**config.mk**
```make
export PLATFORM = sky130hd
export DESIGN_NAME = wb_burst_master_flat
export DESIGN_NICKNAME = d
export VERILOG_FILES = /design/src/rtl/wb_burst_master_if.sv /design/src/rtl/wb_burst_master.sv /design/src/flat_wrapper.sv
export SDC_FILE = /design/constraint.sdc
export NUM_CORES = 1
export LEC_CHECK = 0
export ABC_CLOCK_PERIOD_IN_PS = 2400
export BUFFER_PORTS_ARGS = -buffer_cell sky130_fd_sc_hd__buf_2
export CAP_MARGIN = 0
export CORE_ASPECT_RATIO = 1.2
export CORE_MARGIN = 1
export CORE_UTILIZATION = 30
export CTS_BUF_LIST = sky130_fd_sc_hd__clkbuf_4
export DETAILED_ROUTE_END_ITERATION = 10
export SYNTH_ARGS = -nofsm -noshare
export SYNTH_HDL_FRONTEND = slang
export SYNTH_SLANG_ARGS = --single-unit
```
**constraint.sdc**
```tcl
create_clock -name wb_clk -period 2.4 [get_ports wb_clk]
set_input_delay 0.24 -clock wb_clk [delete_from_list [all_inputs] [get_ports wb_clk]]
set_output_delay 0.24 -clock wb_clk [all_outputs]
set_load 0.05 [all_outputs]
```
**src/rtl/wb_burst_master_if.sv**
```systemverilog
// Command, write-data, read-data, status and Wishbone B4 signals around wb_burst_master.
// master is the burst engine's view; slave is the command source / Wishbone slave side.
interface wb_burst_master_if #(
  parameter int APP_AW = 26,
  parameter int DW     = 32,
  parameter int BL_W   = 4
);
  logic              cmd_valid;
  logic              cmd_ready;
  logic              cmd_we;
  logic [APP_AW-1:0] cmd_addr;
  logic [BL_W-1:0]   cmd_len;
  logic [DW/8-1:0]   cmd_sel;

  logic              wr_valid;
  logic              wr_ready;
  logic [DW-1:0]     wr_data;

  logic              rd_valid;
  logic              rd_last;
  logic [DW-1:0]     rd_data;

  logic              busy;
  logic              done;
  logic              err;

  logic              wb_cyc_o;
  logic              wb_stb_o;
  logic              wb_we_o;
  logic [DW/8-1:0]   wb_sel_o;
  logic [APP_AW-1:0] wb_addr_o;
  logic [DW-1:0]     wb_dat_o;
  logic [2:0]        wb_cti_o;
  logic [1:0]        wb_bte_o;
  logic [DW-1:0]     wb_dat_i;
  logic              wb_ack_i;

  modport master (
    input  cmd_valid, cmd_we, cmd_addr, cmd_len, cmd_sel, wr_valid, wr_data, wb_dat_i, wb_ack_i,
    output cmd_ready, wr_ready, rd_valid, rd_last, rd_data, busy, done, err,
           wb_cyc_o, wb_stb_o, wb_we_o, wb_sel_o, wb_addr_o, wb_dat_o, wb_cti_o, wb_bte_o
  );

  modport slave (
    output cmd_valid, cmd_we, cmd_addr, cmd_len, cmd_sel, wr_valid, wr_data, wb_dat_i, wb_ack_i,
    input  cmd_ready, wr_ready, rd_valid, rd_last, rd_data, busy, done, err,
           wb_cyc_o, wb_stb_o, wb_we_o, wb_sel_o, wb_addr_o, wb_dat_o, wb_cti_o, wb_bte_o
  );
endinterface

```
**src/rtl/wb_burst_master.sv**
```systemverilog
// Wishbone B4 incrementing-burst master: bus cycle starts the edge after command accept, reads
// return in the ack cycle (no backpressure), writes stall in WFETCH until wr_valid; ack timeout aborts.
module wb_burst_master #(
  parameter int APP_AW = 26,
  parameter int DW     = 32,
  parameter int BL_W   = 4,
  parameter int TMO    = 255
) (
  input  logic              wb_clk,
  input  logic              wb_resetn,
  wb_burst_master_if.master bus
);
  localparam int SW = DW / 8;
  localparam int TW = $clog2(TMO + 1);

  typedef enum logic [1:0] {IDLE, WFETCH, BUS, TERM} state_e;

  state_e            state_q;
  logic              cmd_ready_q;
  logic              we_q;
  logic              cyc_q;
  logic              stb_q;
  logic              done_q;
  logic              err_q;
  logic [APP_AW-1:0] addr_q;
  logic [BL_W-1:0]   len_q;
  logic [BL_W-1:0]   beat_q;
  logic [SW-1:0]     sel_q;
  logic [DW-1:0]     dat_q;
  logic [2:0]        cti_q;
  logic [TW-1:0]     tmo_q;

  logic              accept;
  logic              ack;
  logic              last_beat;
  logic [BL_W-1:0]   beat_nxt;

  assign accept    = bus.cmd_valid & cmd_ready_q;
  assign ack       = (state_q == BUS) & stb_q & bus.wb_ack_i;
  assign last_beat = (beat_q == len_q);
  assign beat_nxt  = beat_q + 1'b1;

  function automatic logic [2:0] cti_for(input logic [BL_W-1:0] beat, input logic [BL_W-1:0] len);
    if (len == '0)
      return 3'b000;
    else if (beat == len)
      return 3'b111;
    else
      return 3'b010;
  endfunction

  always_ff @(posedge wb_clk or negedge wb_resetn) begin
    if (!wb_resetn) begin
      state_q     <= IDLE;
      cmd_ready_q <= 1'b0;
      we_q        <= 1'b0;
      cyc_q       <= 1'b0;
      stb_q       <= 1'b0;
      done_q      <= 1'b0;
      err_q       <= 1'b0;
      addr_q      <= '0;
      len_q       <= '0;
      beat_q      <= '0;
      sel_q       <= '0;
      dat_q       <= '0;
      cti_q       <= 3'b000;
      tmo_q       <= '0;
    end else begin
      done_q      <= 1'b0;
      err_q       <= 1'b0;
      cmd_ready_q <= 1'b0;
      case (state_q)
        IDLE: begin
          if (accept) begin
            we_q   <= bus.cmd_we;
            addr_q <= bus.cmd_addr;
            len_q  <= bus.cmd_len;
            sel_q  <= bus.cmd_sel;
            beat_q <= '0;
            tmo_q  <= '0;
            cti_q  <= cti_for('0, bus.cmd_len);
            if (bus.cmd_we) begin
              state_q <= WFETCH;
            end else begin
              state_q <= BUS;
              cyc_q   <= 1'b1;
              stb_q   <= 1'b1;
            end
          end else begin
            cmd_ready_q <= 1'b1;
          end
        end
        WFETCH: begin
          if (bus.wr_valid) begin
            dat_q   <= bus.wr_data;
            state_q <= BUS;
            cyc_q   <= 1'b1;
            stb_q   <= 1'b1;
            tmo_q   <= '0;
          end
        end
        BUS: begin
          if (ack) begin
            tmo_q <= '0;
            if (last_beat) begin
              state_q <= TERM;
              cyc_q   <= 1'b0;
              stb_q   <= 1'b0;
              done_q  <= 1'b1;
            end else begin
              // Address only advances toward a following beat, so it parks on the last beat's address.
              beat_q <= beat_nxt;
              addr_q <= addr_q + APP_AW'(SW);
              cti_q  <= cti_for(beat_nxt, len_q);
              if (we_q) begin
                state_q <= WFETCH;
                stb_q   <= 1'b0;
              end
            end
          end else if (tmo_q == TW'(TMO - 1)) begin
            state_q <= IDLE;
            cyc_q   <= 1'b0;
            stb_q   <= 1'b0;
            err_q   <= 1'b1;
          end else begin
            tmo_q <= tmo_q + 1'b1;
          end
        end
        TERM: begin
          state_q     <= IDLE;
          cmd_ready_q <= 1'b1;
        end
        default: state_q <= IDLE;
      endcase
    end
  end

  assign bus.cmd_ready = cmd_ready_q;
  assign bus.wr_ready  = (state_q == WFETCH);
  assign bus.rd_valid  = ack & ~we_q;
  assign bus.rd_last   = ack & ~we_q & last_beat;
  assign bus.rd_data   = (ack & ~we_q) ? bus.wb_dat_i : '0;
  assign bus.busy      = (state_q != IDLE);
  assign bus.done      = done_q;
  assign bus.err       = err_q;
  assign bus.wb_cyc_o  = cyc_q;
  assign bus.wb_stb_o  = stb_q;
  assign bus.wb_we_o   = we_q;
  assign bus.wb_sel_o  = sel_q;
  assign bus.wb_addr_o = addr_q;
  assign bus.wb_dat_o  = dat_q;
  assign bus.wb_cti_o  = cti_q;
  assign bus.wb_bte_o  = 2'b00;
endmodule

```
**src/flat_wrapper.sv**
```systemverilog
// flat-port wrapper written by rule: the top's interface ports become plain ports
module wb_burst_master_flat 
#(
  parameter int APP_AW = 26,
  parameter int DW     = 32,
  parameter int BL_W   = 4,
  parameter int TMO    = 255
)
  (wb_clk, wb_resetn, bus_cmd_valid, bus_cmd_we, bus_cmd_addr, bus_cmd_len, bus_cmd_sel, bus_wr_valid, bus_wr_data, bus_wb_dat_i, bus_wb_ack_i, bus_cmd_ready, bus_wr_ready, bus_rd_valid, bus_rd_last, bus_rd_data, bus_busy, bus_done, bus_err, bus_wb_cyc_o, bus_wb_stb_o, bus_wb_we_o, bus_wb_sel_o, bus_wb_addr_o, bus_wb_dat_o, bus_wb_cti_o, bus_wb_bte_o);
  wb_burst_master_if #(.APP_AW(APP_AW), .DW(DW), .BL_W(BL_W)) bus_i ();
  input  logic wb_clk;
  input  logic wb_resetn;
  input wire logic [$bits(bus_i.cmd_valid)-1:0] bus_cmd_valid;
  input wire logic [$bits(bus_i.cmd_we)-1:0] bus_cmd_we;
  input wire logic [$bits(bus_i.cmd_addr)-1:0] bus_cmd_addr;
  input wire logic [$bits(bus_i.cmd_len)-1:0] bus_cmd_len;
  input wire logic [$bits(bus_i.cmd_sel)-1:0] bus_cmd_sel;
  input wire logic [$bits(bus_i.wr_valid)-1:0] bus_wr_valid;
  input wire logic [$bits(bus_i.wr_data)-1:0] bus_wr_data;
  input wire logic [$bits(bus_i.wb_dat_i)-1:0] bus_wb_dat_i;
  input wire logic [$bits(bus_i.wb_ack_i)-1:0] bus_wb_ack_i;
  output wire logic [$bits(bus_i.cmd_ready)-1:0] bus_cmd_ready;
  output wire logic [$bits(bus_i.wr_ready)-1:0] bus_wr_ready;
  output wire logic [$bits(bus_i.rd_valid)-1:0] bus_rd_valid;
  output wire logic [$bits(bus_i.rd_last)-1:0] bus_rd_last;
  output wire logic [$bits(bus_i.rd_data)-1:0] bus_rd_data;
  output wire logic [$bits(bus_i.busy)-1:0] bus_busy;
  output wire logic [$bits(bus_i.done)-1:0] bus_done;
  output wire logic [$bits(bus_i.err)-1:0] bus_err;
  output wire logic [$bits(bus_i.wb_cyc_o)-1:0] bus_wb_cyc_o;
  output wire logic [$bits(bus_i.wb_stb_o)-1:0] bus_wb_stb_o;
  output wire logic [$bits(bus_i.wb_we_o)-1:0] bus_wb_we_o;
  output wire logic [$bits(bus_i.wb_sel_o)-1:0] bus_wb_sel_o;
  output wire logic [$bits(bus_i.wb_addr_o)-1:0] bus_wb_addr_o;
  output wire logic [$bits(bus_i.wb_dat_o)-1:0] bus_wb_dat_o;
  output wire logic [$bits(bus_i.wb_cti_o)-1:0] bus_wb_cti_o;
  output wire logic [$bits(bus_i.wb_bte_o)-1:0] bus_wb_bte_o;
  assign bus_i.cmd_valid = bus_cmd_valid;
  assign bus_i.cmd_we = bus_cmd_we;
  assign bus_i.cmd_addr = bus_cmd_addr;
  assign bus_i.cmd_len = bus_cmd_len;
  assign bus_i.cmd_sel = bus_cmd_sel;
  assign bus_i.wr_valid = bus_wr_valid;
  assign bus_i.wr_data = bus_wr_data;
  assign bus_i.wb_dat_i = bus_wb_dat_i;
  assign bus_i.wb_ack_i = bus_wb_ack_i;
  assign bus_cmd_ready = bus_i.cmd_ready;
  assign bus_wr_ready = bus_i.wr_ready;
  assign bus_rd_valid = bus_i.rd_valid;
  assign bus_rd_last = bus_i.rd_last;
  assign bus_rd_data = bus_i.rd_data;
  assign bus_busy = bus_i.busy;
  assign bus_done = bus_i.done;
  assign bus_err = bus_i.err;
  assign bus_wb_cyc_o = bus_i.wb_cyc_o;
  assign bus_wb_stb_o = bus_i.wb_stb_o;
  assign bus_wb_we_o = bus_i.wb_we_o;
  assign bus_wb_sel_o = bus_i.wb_sel_o;
  assign bus_wb_addr_o = bus_i.wb_addr_o;
  assign bus_wb_dat_o = bus_i.wb_dat_o;
  assign bus_wb_cti_o = bus_i.wb_cti_o;
  assign bus_wb_bte_o = bus_i.wb_bte_o;
  wb_burst_master #(.APP_AW(APP_AW), .DW(DW), .BL_W(BL_W), .TMO(TMO)) u_core (.wb_clk(wb_clk), .wb_resetn(wb_resetn), .bus(bus_i));
endmodule
```
==> results of run 1 <==
## registers in the layout, indices dropped and copies added (netlist names)
name and flops:
u_core.bus.wb_addr_o 26, u_core.state_q 2, u_core.beat_q 4, u_core.bus.wb_dat_o 32
u_core.bus.wb_stb_o 1, u_core.tmo_q 8, u_core.bus.done 1, u_core.bus.cmd_ready 1
u_core.bus.wb_sel_o 4, u_core.bus.wb_cti_o 2, u_core.bus.wb_we_o 1, u_core.len_q 4
u_core.bus.err 1, u_core.bus.wb_cyc_o 1
## cell type report
class | count | area [um2] | share of cell area (%)
inverters | 8 | 30.0 | 0.433
clock inverters | 7 | 93.8 | 1.35
flip-flops and latches | 88 | 2200 | 31.8
clock buffers | 9 | 67.6 | 0.974
diodes | 1 | 2.50 | 0.0361
repair buffers | 282 | 1930 | 27.9
well taps | 204 | 255 | 3.68
multi-input cells | 326 | 2350 | 33.8
## power breakdown
part	switching [mW]	total [mW]	internal [mW]	leakage (nW)
sequential	0.559	2.68	2.12	1.08
combinational	4.24	6.25	2.01	2.16
clock	0.553	0.977	0.424	0.0844
## through the flow
step                      setup slack, ps  hold slack [ps]  setup TNS, ps
final                                86.5             49.1              0
after global routing                -31.6            -3.03           -448
after CTS                            11.4             1.70              0
after detailed placement             93.6              224              0
after global placement                218              216              0
after floorplan                       111            -55.6              0
## cell families (layout without fill, tap and decap cells)
logic type	count (synthesis)	in the layout	share of synthesized area, %
simple gates	170	170	19.9
flops	88	88	47.7
compound gates	84	84	12.9
mux	47	47	11.4
buf+inv	28	306	2.90
xor+xnor	13	13	2.46
fa+ha+maj	10	10	2.71
other cells	1	3	0.0812
## how the worst max path moves through the flow
stage	to	depth (start not counted)	startpoint
floorplan	bus_rd_data[22]	6	u_core.state_q[0]$_DFFE_PN0P_
global placement	u_core.state_q[0]$_DFFE_PN0P_	7	u_core.state_q[0]$_DFFE_PN0P_
detailed placement	u_core.bus.wb_addr_o[18]$_DFFE_PN0P_	8	u_core.state_q[0]$_DFFE_PN0P_
CTS	bus_rd_last	4	u_core.len_q[1]$_DFFE_PN0P_
global route	bus_rd_data[25]	8	u_core.state_q[0]$_DFFE_PN0P_
finish	bus_rd_data[25]	8	u_core.state_q[0]$_DFFE_PN0P_
## timing repair
action                                 in CTS  in global routing
resized for setup                          42                 26
endpoints found under the hold margin      73                  0
cloned                                      1                  3
pin swaps                                   2                  3
setup buffers                               1                  7
hold buffers                               42                  0
setup endpoints to repair                  34                 41
## cell usage in the layout, fill, tap and decap left out, types with 3 or more instances in the layout
master | netlist | final
buf_2 | 2 | 176
dfrtp_1 | 88 | 86
mux2_2 | 45 | 45
dlygate4sd3_1 | 0 | 42
buf_4 | 3 | 41
nor2_1 | 36 | 35
and2_1 | 35 | 35
nand2_1 | 27 | 27
nand3_1 | 20 | 19
a21oi_1 | 19 | 19
buf_6 | 2 | 16
o21ai_0 | 15 | 15
nand4_1 | 13 | 13
xor2_1 | 10 | 10
and3_1 | 9 | 9
ha_1 | 10 | 9
clkbuf_4 | 0 | 9
a31oi_1 | 8 | 8
nor3_1 | 10 | 8
inv_1 | 7 | 6
a22o_1 | 5 | 5
a22oi_1 | 4 | 4
o22a_1 | 4 | 4
o22ai_1 | 4 | 4
nor4_1 | 3 | 3
xnor2_1 | 3 | 3
a2bb2oi_2 | 3 | 3
clkbuf_16 | 0 | 3
## per-layer routing
| metal | vias to the layer above | routed length [um] | track usage [%] |
|---|---|---|---|
| met3 | 22 | 933 | 5.11 |
| met1 | 2204 | 6120 | 22.5 |
| met2 | 178 | 7530 | 31.3 |
| li1 | 2148 | - | - |
| met4 | 0 | 294 | 6.78 |
| met5 | - | 0 | 0 |
==> impl_metrics.env, run 1 <==
export IMPL_peakVddDrop_mv=0.752
export IMPL_endpoint_kind="primary output"
export IMPL_hold_path_end="u_core.len_q[2]$_DFFE_PN0P_"
export IMPL_nFillCells=1403
export IMPL_cts_sink_count=88
export IMPL_path_cells="inv_2 -> ha_4 -> nand3_4 -> nor2_4 -> buf_12 -> clkbuf_16 -> and2_1 -> buf_6"
export IMPL_final_cell_count_no_fill=925
export IMPL_first_pass_iters=4
export IMPL_total_power_mw=9.90
export IMPL_routedWlPerCell_um=16.1
export IMPL_r2r_start="u_core.state_q[0]$_DFFE_PN0P_"
export IMPL_ys_seq_area_share_pct=47.7
export IMPL_cp_start_kind="flop"
export IMPL_synth_area_um2=4620
export IMPL_wirelength_um=14900
export IMPL_post_route_util_pct=46.2
export IMPL_synth_common_cells="dfrtp_1, mux2_2, nor2_1"
export IMPL_syn_area_per_cell_um2=10.5
export IMPL_place_hpwl_um=10300
export IMPL_cp_arrival_ps=2070
export IMPL_grt_pass1_vias=4592
export IMPL_worst_path_max_delay_cell="dfrtp_1"
export IMPL_setup_violations_final=0
export IMPL_worstPathMaxFanout=8
export IMPL_stdcell_area_um2=6930
export IMPL_hold_path_class="in -> reg"
export IMPL_worstSetupPathType="reg -> out"
export IMPL_io_pin_count=213
export IMPL_coreArea_um2=15000
export IMPL_start_util_pct=30.8
export IMPL_grt_max_degree=57
export IMPL_reg2regPathDepth=8
export IMPL_htreeDepth=3
export IMPL_final_layout_size_suffix_gt1_share_pct=44.7
export IMPL_hp_start="bus_cmd_len[2]"
export IMPL_cellLeakagePower_nw=3.33
export IMPL_worst_path_dominant_cell_family="buffers and inverters"
export IMPL_ant_nets=0
export IMPL_fin_crit_ps=2310
export IMPL_drt_vias_per_instance=4.92
export IMPL_hold_violations=0
export IMPL_grt_pass1_wl_um=22800
export IMPL_worstSkewPairLatency_ps=470
export IMPL_cts_tree="yes"
export IMPL_numPortBuffers=210
export IMPL_cts_root_buffer="clkbuf_4"
export IMPL_clk_path_buf_depth=2
export IMPL_die_h_um=138
export IMPL_whs_path_depth=2
export IMPL_track_usage_pct=18.5
export IMPL_crit_buf_inv=4
export IMPL_tightest_slew_ps=865
export IMPL_fp_dieW_um=115
export IMPL_clock_fmax_mhz=432
export IMPL_yosysWarnings=0
export IMPL_syn_inst=441
export IMPL_maxSlewHeadroom_pct=42.1
export IMPL_yosysUniqueCellTypes=59
export IMPL_antenna_found_initial=1
export IMPL_synth_most_common_cell="dfrtp_1"
export IMPL_cp_required_ps=2160
export IMPL_cpPeakStageDelay_ps=440
export IMPL_cts_made_buffers=9
export IMPL_finClkSkew_ps=13.9
export IMPL_synth_top_area_share_pct=47.7
export IMPL_drc=0
export IMPL_dp_cells=854
export IMPL_drv_slew=0
export IMPL_period_share_pct=96.4
export IMPL_fin_nets=829
export IMPL_reg2reg_to="u_core.bus.wb_addr_o[17]$_DFFE_PN0P_"
export IMPL_synth_flop_cell="dfrtp_1"
export IMPL_area_growth_pct=50.1
export IMPL_synth_area_leaders="dfrtp_1, mux2_2, and2_1, nor2_1, ha_1"
export IMPL_drtIter0Drc=259
export IMPL_gp_congestion=0.910
export IMPL_routed_via_count=4552
export IMPL_clk_pin_slew_ps=140
export IMPL_globalRoute_totalOverflow=0
export IMPL_pwr_density_cell_nw_per_um2=1430
export IMPL_place_area_um2=5980
export IMPL_r2r_setup_slack_ps=200
export IMPL_row_count=49
export IMPL_yosysTopAreaCell="dfrtp_1"
export IMPL_synth_edff_count=0
export IMPL_cap_viol_max_count=0
export IMPL_async_flop_share_pct=100
export IMPL_status="complete, no violations"
export IMPL_dieArea_um2=15900
export IMPL_synth_seq_cells=88
(Power assumes the default switching activity.)
==> inputs of run 2 (changes only) <==
Settings changed: ABC_AREA from default to 1.
==> run 2 against run 1 <==
Synthesized area is 9.3% higher. Critical path depth up 2. Synthesized cell count grew 53%. Wire length is 0.59% higher. Clock-buffer cell count is 1 higher. Global-route usage shrank 1.2 points. Design area is 2.7% higher. Via count increased by 11%. Setup slack better by 33 ps. Die area up 9.1%. Combinational power fell by 97%. Sequential share of layout area down 0.87 points.
==> impl_metrics.env, run 2 <==
export IMPL_status="complete, no violations"
export IMPL_yosysTopAreaCell="dfrtp_1"
export IMPL_pwr_share_comb_pct=8.1
export IMPL_mostFrequentLayoutCell="nand2_1"
export IMPL_cts_made_buffers=9
export IMPL_syn_area_per_cell_um2=7.50
export IMPL_coreArea_um2=16300
export IMPL_fin_crit_ps=2280
export IMPL_cp_arrival_ps=2040
export IMPL_clock_power_share_pct=30.5
export IMPL_numPortBuffers=210
export IMPL_fin_tns_setup_ps=0
export IMPL_async_flop_share_pct=100
export IMPL_htreeDepth=3
export IMPL_clk_pin_slew_ps=130
export IMPL_grt_pass1_wl_um=23900
export IMPL_yosysWarnings=0
export IMPL_syn_inst=673
export IMPL_place_hpwl_um=10800
export IMPL_worstSetupPathType="reg -> out"
export IMPL_globalRoute_totalOverflow=0
export IMPL_fin_nets=1038
export IMPL_die_h_um=144
export IMPL_routedWlPerCell_um=13.1
export IMPL_holdWs_ps=47.7
export IMPL_drt_vias_per_instance=4.43
export IMPL_antenna_found_initial=1
export IMPL_peakVddDrop_mv=0.289
export IMPL_drtIter0Drc=190
export IMPL_clock_fmax_mhz=438
export IMPL_pwr_share_seq_pct=61.4
export IMPL_layout_common_cells="nand2_1, buf_2, dfrtp_1"
export IMPL_cts_sink_count=88
export IMPL_synth_top_area_share_pct=43.6
export IMPL_synth_most_common_cell="nand2_1"
export IMPL_synth_seq_cells=88
export IMPL_cts_tree="yes"
export IMPL_synth_area_leaders="dfrtp_1, nand2_1, mux2_2, nor2_1, inv_1"
export IMPL_ant_nets=0
export IMPL_routed_via_count=5049
export IMPL_pwr_density_cell_nw_per_um2=339
export IMPL_grt_pass1_vias=5022
export IMPL_endpoint_kind="primary output"
export IMPL_synth_flop_cell="dfrtp_1"
export IMPL_worstSkewPairLatency_ps=450
export IMPL_largest_register_ffs=32
export IMPL_start_util_pct=30.9
export IMPL_drc=0
export IMPL_io_pin_count=213
export IMPL_fp_dieW_um=120
export IMPL_synth_common_cells="nand2_1, nor2_1, dfrtp_1"
export IMPL_synth_area_um2=5050
export IMPL_first_pass_iters=4
export IMPL_antennaDiodeCount=0
export IMPL_cp_start_kind="flop"
export IMPL_period_share_pct=95.0
export IMPL_synth_edff_count=0
export IMPL_cellLeakagePower_nw=4.02
export IMPL_gp_congestion=0.808
export IMPL_track_usage_pct=17.3
export IMPL_drv_slew=0
export IMPL_grt_max_degree=51
export IMPL_hold_path_class="in -> reg"
export IMPL_hold_violations=0
export IMPL_clk_path_buf_depth=2
export IMPL_switchingPower_mw=0.607
export IMPL_cts_root_buffer="clkbuf_4"
export IMPL_cp_required_ps=2160
export IMPL_ys_seq_area_share_pct=43.6
export IMPL_swShare_pct=25.2
export IMPL_setup_violations_final=0
export IMPL_cap_viol_max_count=0
export IMPL_dieArea_um2=17400
export IMPL_finClkSkew_ps=16.3
export IMPL_final_layout_size_suffix_gt1_share_pct=34.7
export IMPL_wirelength_um=15000
export IMPL_worstPathMaxFanout=16
export IMPL_intPower_mw=1.81
export IMPL_row_count=51
export IMPL_area_growth_pct=41.1
export IMPL_yosysUniqueCellTypes=30
[run 2: changes by cell type in the layout (fill, tap and decap cells not counted), sizes merged, moves of 7 or more]
cell | previous run | this run
nor2 | 37 | 106
inv | 9 | 89
nand4 | 13 | 4
nand2 | 27 | 207
and2 | 35 | 0
nor3 | 11 | 4
mux2 | 45 | 37
a31oi | 8 | 0
nand3 | 20 | 46
o21ai | 17 | 35
and3 | 10 | 1
a21oi | 19 | 7
buf | 237 | 222
[run 2: cell type report]
type                            instances  area (um2)
Clock buffer                           10        75.1
Clock inverter                          5        35.0
Fill cell                            1703        9210
Inverter                               88         343
Multi-Input combinational cell        477        2530
Sequential cell                        88        2200
Tap cell                              212         265
Timing Repair Buffer                  259        1660
Timing Repair inverter                  1        8.76
[run 2: logic make-up (layout without fill, tap and decap cells)]
group           after synthesis  after routing  share of synthesized area, %
mux                          37             37                          8.25
xor+xnor                      9              9                          1.56
buf+inv                     109            363                          9.10
fa+ha+maj                    10             10                          2.48
flops                        88             88                          43.6
compound gates               46             46                          4.76
other cells                   1              2                        0.0743
simple gates                373            373                          30.2
[run 2: power groups by stage]
| stage | Clock [mW] | Combinational (mW) | Sequential [mW] |
|---|---|---|---|
| after floorplan | 0 | 0.0294 | 1.51 |
| after global placement | 0 | 0.149 | 1.51 |
| after detailed placement | 0 | 0.151 | 1.51 |
| after CTS | 0.787 | 0.196 | 1.48 |
| after global routing | 0.831 | 0.217 | 1.48 |
| final | 0.736 | 0.195 | 1.48 |
[run 2: repair_timing]
action,4_1_cts,5_1_grt
gates cloned,0,1
hold buffers,36,0
setup endpoints to repair,33,33
pin swaps,0,1
endpoints found under the hold margin,110,0
gates resized for setup,2,82
buffers inserted,0,3
[run 2: path summary, 6_finish.rpt]
path	from	end	slack (ps)	cells after the start
min reg2reg	u_core.bus.wb_addr_o[0]$_DFFE_PN0P_	u_core.bus.wb_addr_o[0]$_DFFE_PN0P_	510	2
max	u_core.state_q[0]$_DFFE_PN0P_	bus_rd_data[15]	120	10
min	bus_wr_data[0]	u_core.bus.wb_dat_o[0]$_DFFE_PN0P_	50	2
min in group asynchronous	wb_resetn	u_core.bus.wb_addr_o[13]$_DFFE_PN0P_	190	2
max in group asynchronous	wb_resetn	u_core.bus.wb_sel_o[3]$_DFFE_PN0P_	1600	3
max reg2reg	u_core.state_q[0]$_DFFE_PN0P_	u_core.bus.wb_addr_o[5]$_DFFE_PN0P_	350	9
[run 2: critical path: stages, from the launching register on]
cell	delay, ps
dfrtp_1	420
inv_1	90
ha_2	190
inv_2	50
nor2_4	100
inv_2	60
nor2_4	130
buf_4	150
inv_6	90
nor2_2	100
buf_4	210
[run 2: per-stage QoR]
step / worst slack (ps) / utilization, % / cells / cell area (um2) / power [mW]
after floorplan: -11.8 / - / 674 / 5190 / 1.54
after global placement: 229 / 39.6 / 1085 / 6460 / 1.66
after detailed placement: 176 / 39.6 / 1085 / 6460 / 1.66
after CTS: 3.69 / 42.5 / 1136 / 6940 / 2.47
after global routing: -32.4 / 43.6 / 1140 / 7120 / 2.53
final: 119 / 43.6 / 1140 / 7120 / 2.41
[run 2: layer usage]
metal | vias up | wire [um] | GRT usage, %
li1 | 2586 | - | -
met1 | 2292 | 6340 | 20.8
met2 | 150 | 7410 | 30.0
met3 | 19 | 976 | 4.53
met4 | 2 | 235 | 5.91
met5 | - | 13 | 0
==> inputs of run 3 (changes only) <==
Settings changed: CTS_BUF_LIST sky130_fd_sc_hd__clkbuf_4 to default.
==> run 3 against run 2 <==
First-iteration DRC count rose by 14%. Highest routed layer unchanged. Clock-buffer cell count rose by 1. Combinational power fell by 24%. Flip-flop and latch count did not move. Setup slack improved by 88 ps. Sequential share of layout area rose by 1.7 points. Sequential power barely moved. Wire length fell by 6.4%. Utilization fell by 2.3 points. Critical path depth fell by 1. Design area fell by 5.2%. Maximum frequency rose by 4.0%.
==> impl_metrics.env, run 3 (synthesis results as in run 2) <==
export IMPL_status="complete, no violations"
export IMPL_wirelength_um=14000
export IMPL_seq_area_um2=2200
export IMPL_layout_setup_ws_ps=207
export IMPL_worstSkewPairLatency_ps=350
export IMPL_peakVddDrop_mv=0.298
export IMPL_fin_crit_ps=2190
export IMPL_pwr_share_comb_pct=5.0
export IMPL_cap_viol_max_count=0
export IMPL_hold_violations=0
export IMPL_final_layout_size_suffix_gt1_share_pct=35.5
export IMPL_area_growth_pct=33.7
export IMPL_drc=0
export IMPL_dieArea_um2=17400
export IMPL_worstSetupPathType="reg -> out"
export IMPL_cp_required_ps=2160
export IMPL_layout_common_cells="buf_2, nand2_1, dfrtp_1"
export IMPL_cts_made_buffers=9
export IMPL_multi_input_comb_area_um2=2520
export IMPL_largest_register_ffs=32
export IMPL_drt_vias_per_instance=4.43
export IMPL_place_area_um2=6460
export IMPL_htreeDepth=3
export IMPL_cp_start_kind="flop"
export IMPL_nFillCells=1779
export IMPL_switchingPower_mw=0.666
export IMPL_stdcell_area_um2=6750
export IMPL_drtIter0Drc=217
export IMPL_rsz0062_at_grt="no"
export IMPL_clock_fmax_mhz=456
export IMPL_clk_path_buf_depth=2
export IMPL_gp_congestion=0.808
export IMPL_cp_arrival_ps=1950
export IMPL_die_h_um=144
export IMPL_grt_met3_usage_pct=4.81
export IMPL_ant_nets=0
export IMPL_io_pin_count=213
export IMPL_place_hpwl_um=10800
export IMPL_pre_cts_ws_ps=176
export IMPL_routedWlPerCell_um=12.7
export IMPL_worstPathMaxFanout=33
export IMPL_grt_max_degree=51
export IMPL_first_pass_iters=4
export IMPL_swShare_pct=22.6
export IMPL_hold_path_class="in -> reg"
export IMPL_antennaDiodeCount=0
export IMPL_numPortBuffers=210
export IMPL_clk_pin_slew_ps=60
export IMPL_endpoint_kind="primary output"
export IMPL_antenna_found_initial=1
export IMPL_r2r_setup_slack_ps=350
export IMPL_cts_sink_count=88
export IMPL_cts_tree="yes"
export IMPL_intPower_mw=2.28
export IMPL_fp_dieW_um=120
export IMPL_track_usage_pct=16.8
export IMPL_finClkSkew_ps=8.75
export IMPL_grt_pass1_vias=4915
export IMPL_grt_busiest_layer="met2"
export IMPL_fin_nets=999
export IMPL_use_met1_pct=20.2
export IMPL_postCtsSetupRepairBufs=0
export IMPL_cellLeakagePower_nw=3.92
export IMPL_grt_pass1_wl_um=23100
export IMPL_setup_violations_final=0
export IMPL_drv_slew=0
export IMPL_pwr_density_cell_nw_per_um2=436
export IMPL_mostFrequentLayoutCell="buf_2"
export IMPL_period_share_pct=91.4
export IMPL_cts_root_buffer="clkbuf_16"
export IMPL_clock_power_share_pct=44.6
export IMPL_grt_use_met2_pct=28.6
export IMPL_coreArea_um2=16300
export IMPL_globalRoute_totalOverflow=0
export IMPL_row_count=51
export IMPL_holdWs_ps=124
export IMPL_start_util_pct=30.9
export IMPL_pwr_share_seq_pct=50.4
export IMPL_routed_via_count=4875
## run 3: cell types whose count changed in the layout (fill, tap and decap cells not counted), moves of 9 or more
cell	change
buf_6	-10
dlygate4sd3_1	-35
clkbuf_4	-11
buf_4	-23
buf_2	+33
clkbuf_16	+9
## run 3: layer usage
layer	part of all wire (%)	up-vias
li1	-	2510
met1	42	2192
met2	48	155
met3	7.7	16
met4	1.7	2
met5	0.057	-
## run 3: path summary, 6_finish.rpt
path / start / endpoint / cells past startpoint
hold / removal: bus_wr_data[12] / u_core.bus.wb_dat_o[12]$_DFFE_PN0P_ / 2
max in group asynchronous: wb_resetn / u_core.bus.wb_sel_o[0]$_DFFE_PN0P_ / 3
min in group asynchronous: wb_resetn / u_core.bus.wb_addr_o[13]$_DFFE_PN0P_ / 2
hold reg to reg: u_core.bus.wb_addr_o[0]$_DFFE_PN0P_ / u_core.bus.wb_addr_o[0]$_DFFE_PN0P_ / 2
setup / recovery: u_core.state_q[0]$_DFFE_PN0P_ / bus_rd_last / 9
setup reg to reg: u_core.state_q[0]$_DFFE_PN0P_ / u_core.bus.wb_addr_o[6]$_DFFE_PN0P_ / 9
## run 3: timing repair
item                                   CTS  global route
endpoints found under the hold margin   17             0
hold buffers                             1             0
resized for setup                        1             1
setup endpoints to repair               33             6
## run 3: final cells by class
cell class                      count  area share [%]
Clock inverter                      4           0.463
Timing Repair Buffer              221            17.0
Tap cell                          212            3.93
Multi-Input combinational cell    477            37.4
Sequential cell                    88            32.6
Inverter                           88            4.97
Clock buffer                       11            3.60
## run 3: power by group through the flow
stage          clock, mW  sequential [mW]  combinational, mW
2_1_floorplan          0             1.51             0.0294
3_3_place_gp           0             1.51              0.149
3_5_place_dp           0             1.51              0.151
4_1_cts             1.36             1.48              0.153
5_1_grt             1.42             1.48              0.168
6_report            1.31             1.48              0.148
## run 3: per-stage QoR
stage / setup TNS (ps) / power, mW / utilization, % / cells
after global routing: 0 / 3.07 / 41.3 / 1101
final: 0 / 2.94 / 41.3 / 1101
after global placement: 0 / 1.66 / 39.6 / 1085
after CTS: 0 / 3.00 / 41.3 / 1101
after floorplan: -118 / 1.54 / - / 674
after detailed placement: 0 / 1.66 / 39.6 / 1085
## run 3: critical path, stage by stage, from the launching register on
cell	delay, ps
dfrtp_1	400
inv_1	90
ha_1	180
inv_2	60
nor2_4	110
inv_2	60
nor2_4	140
inv_6	170
nor2_1	140
buf_2	270
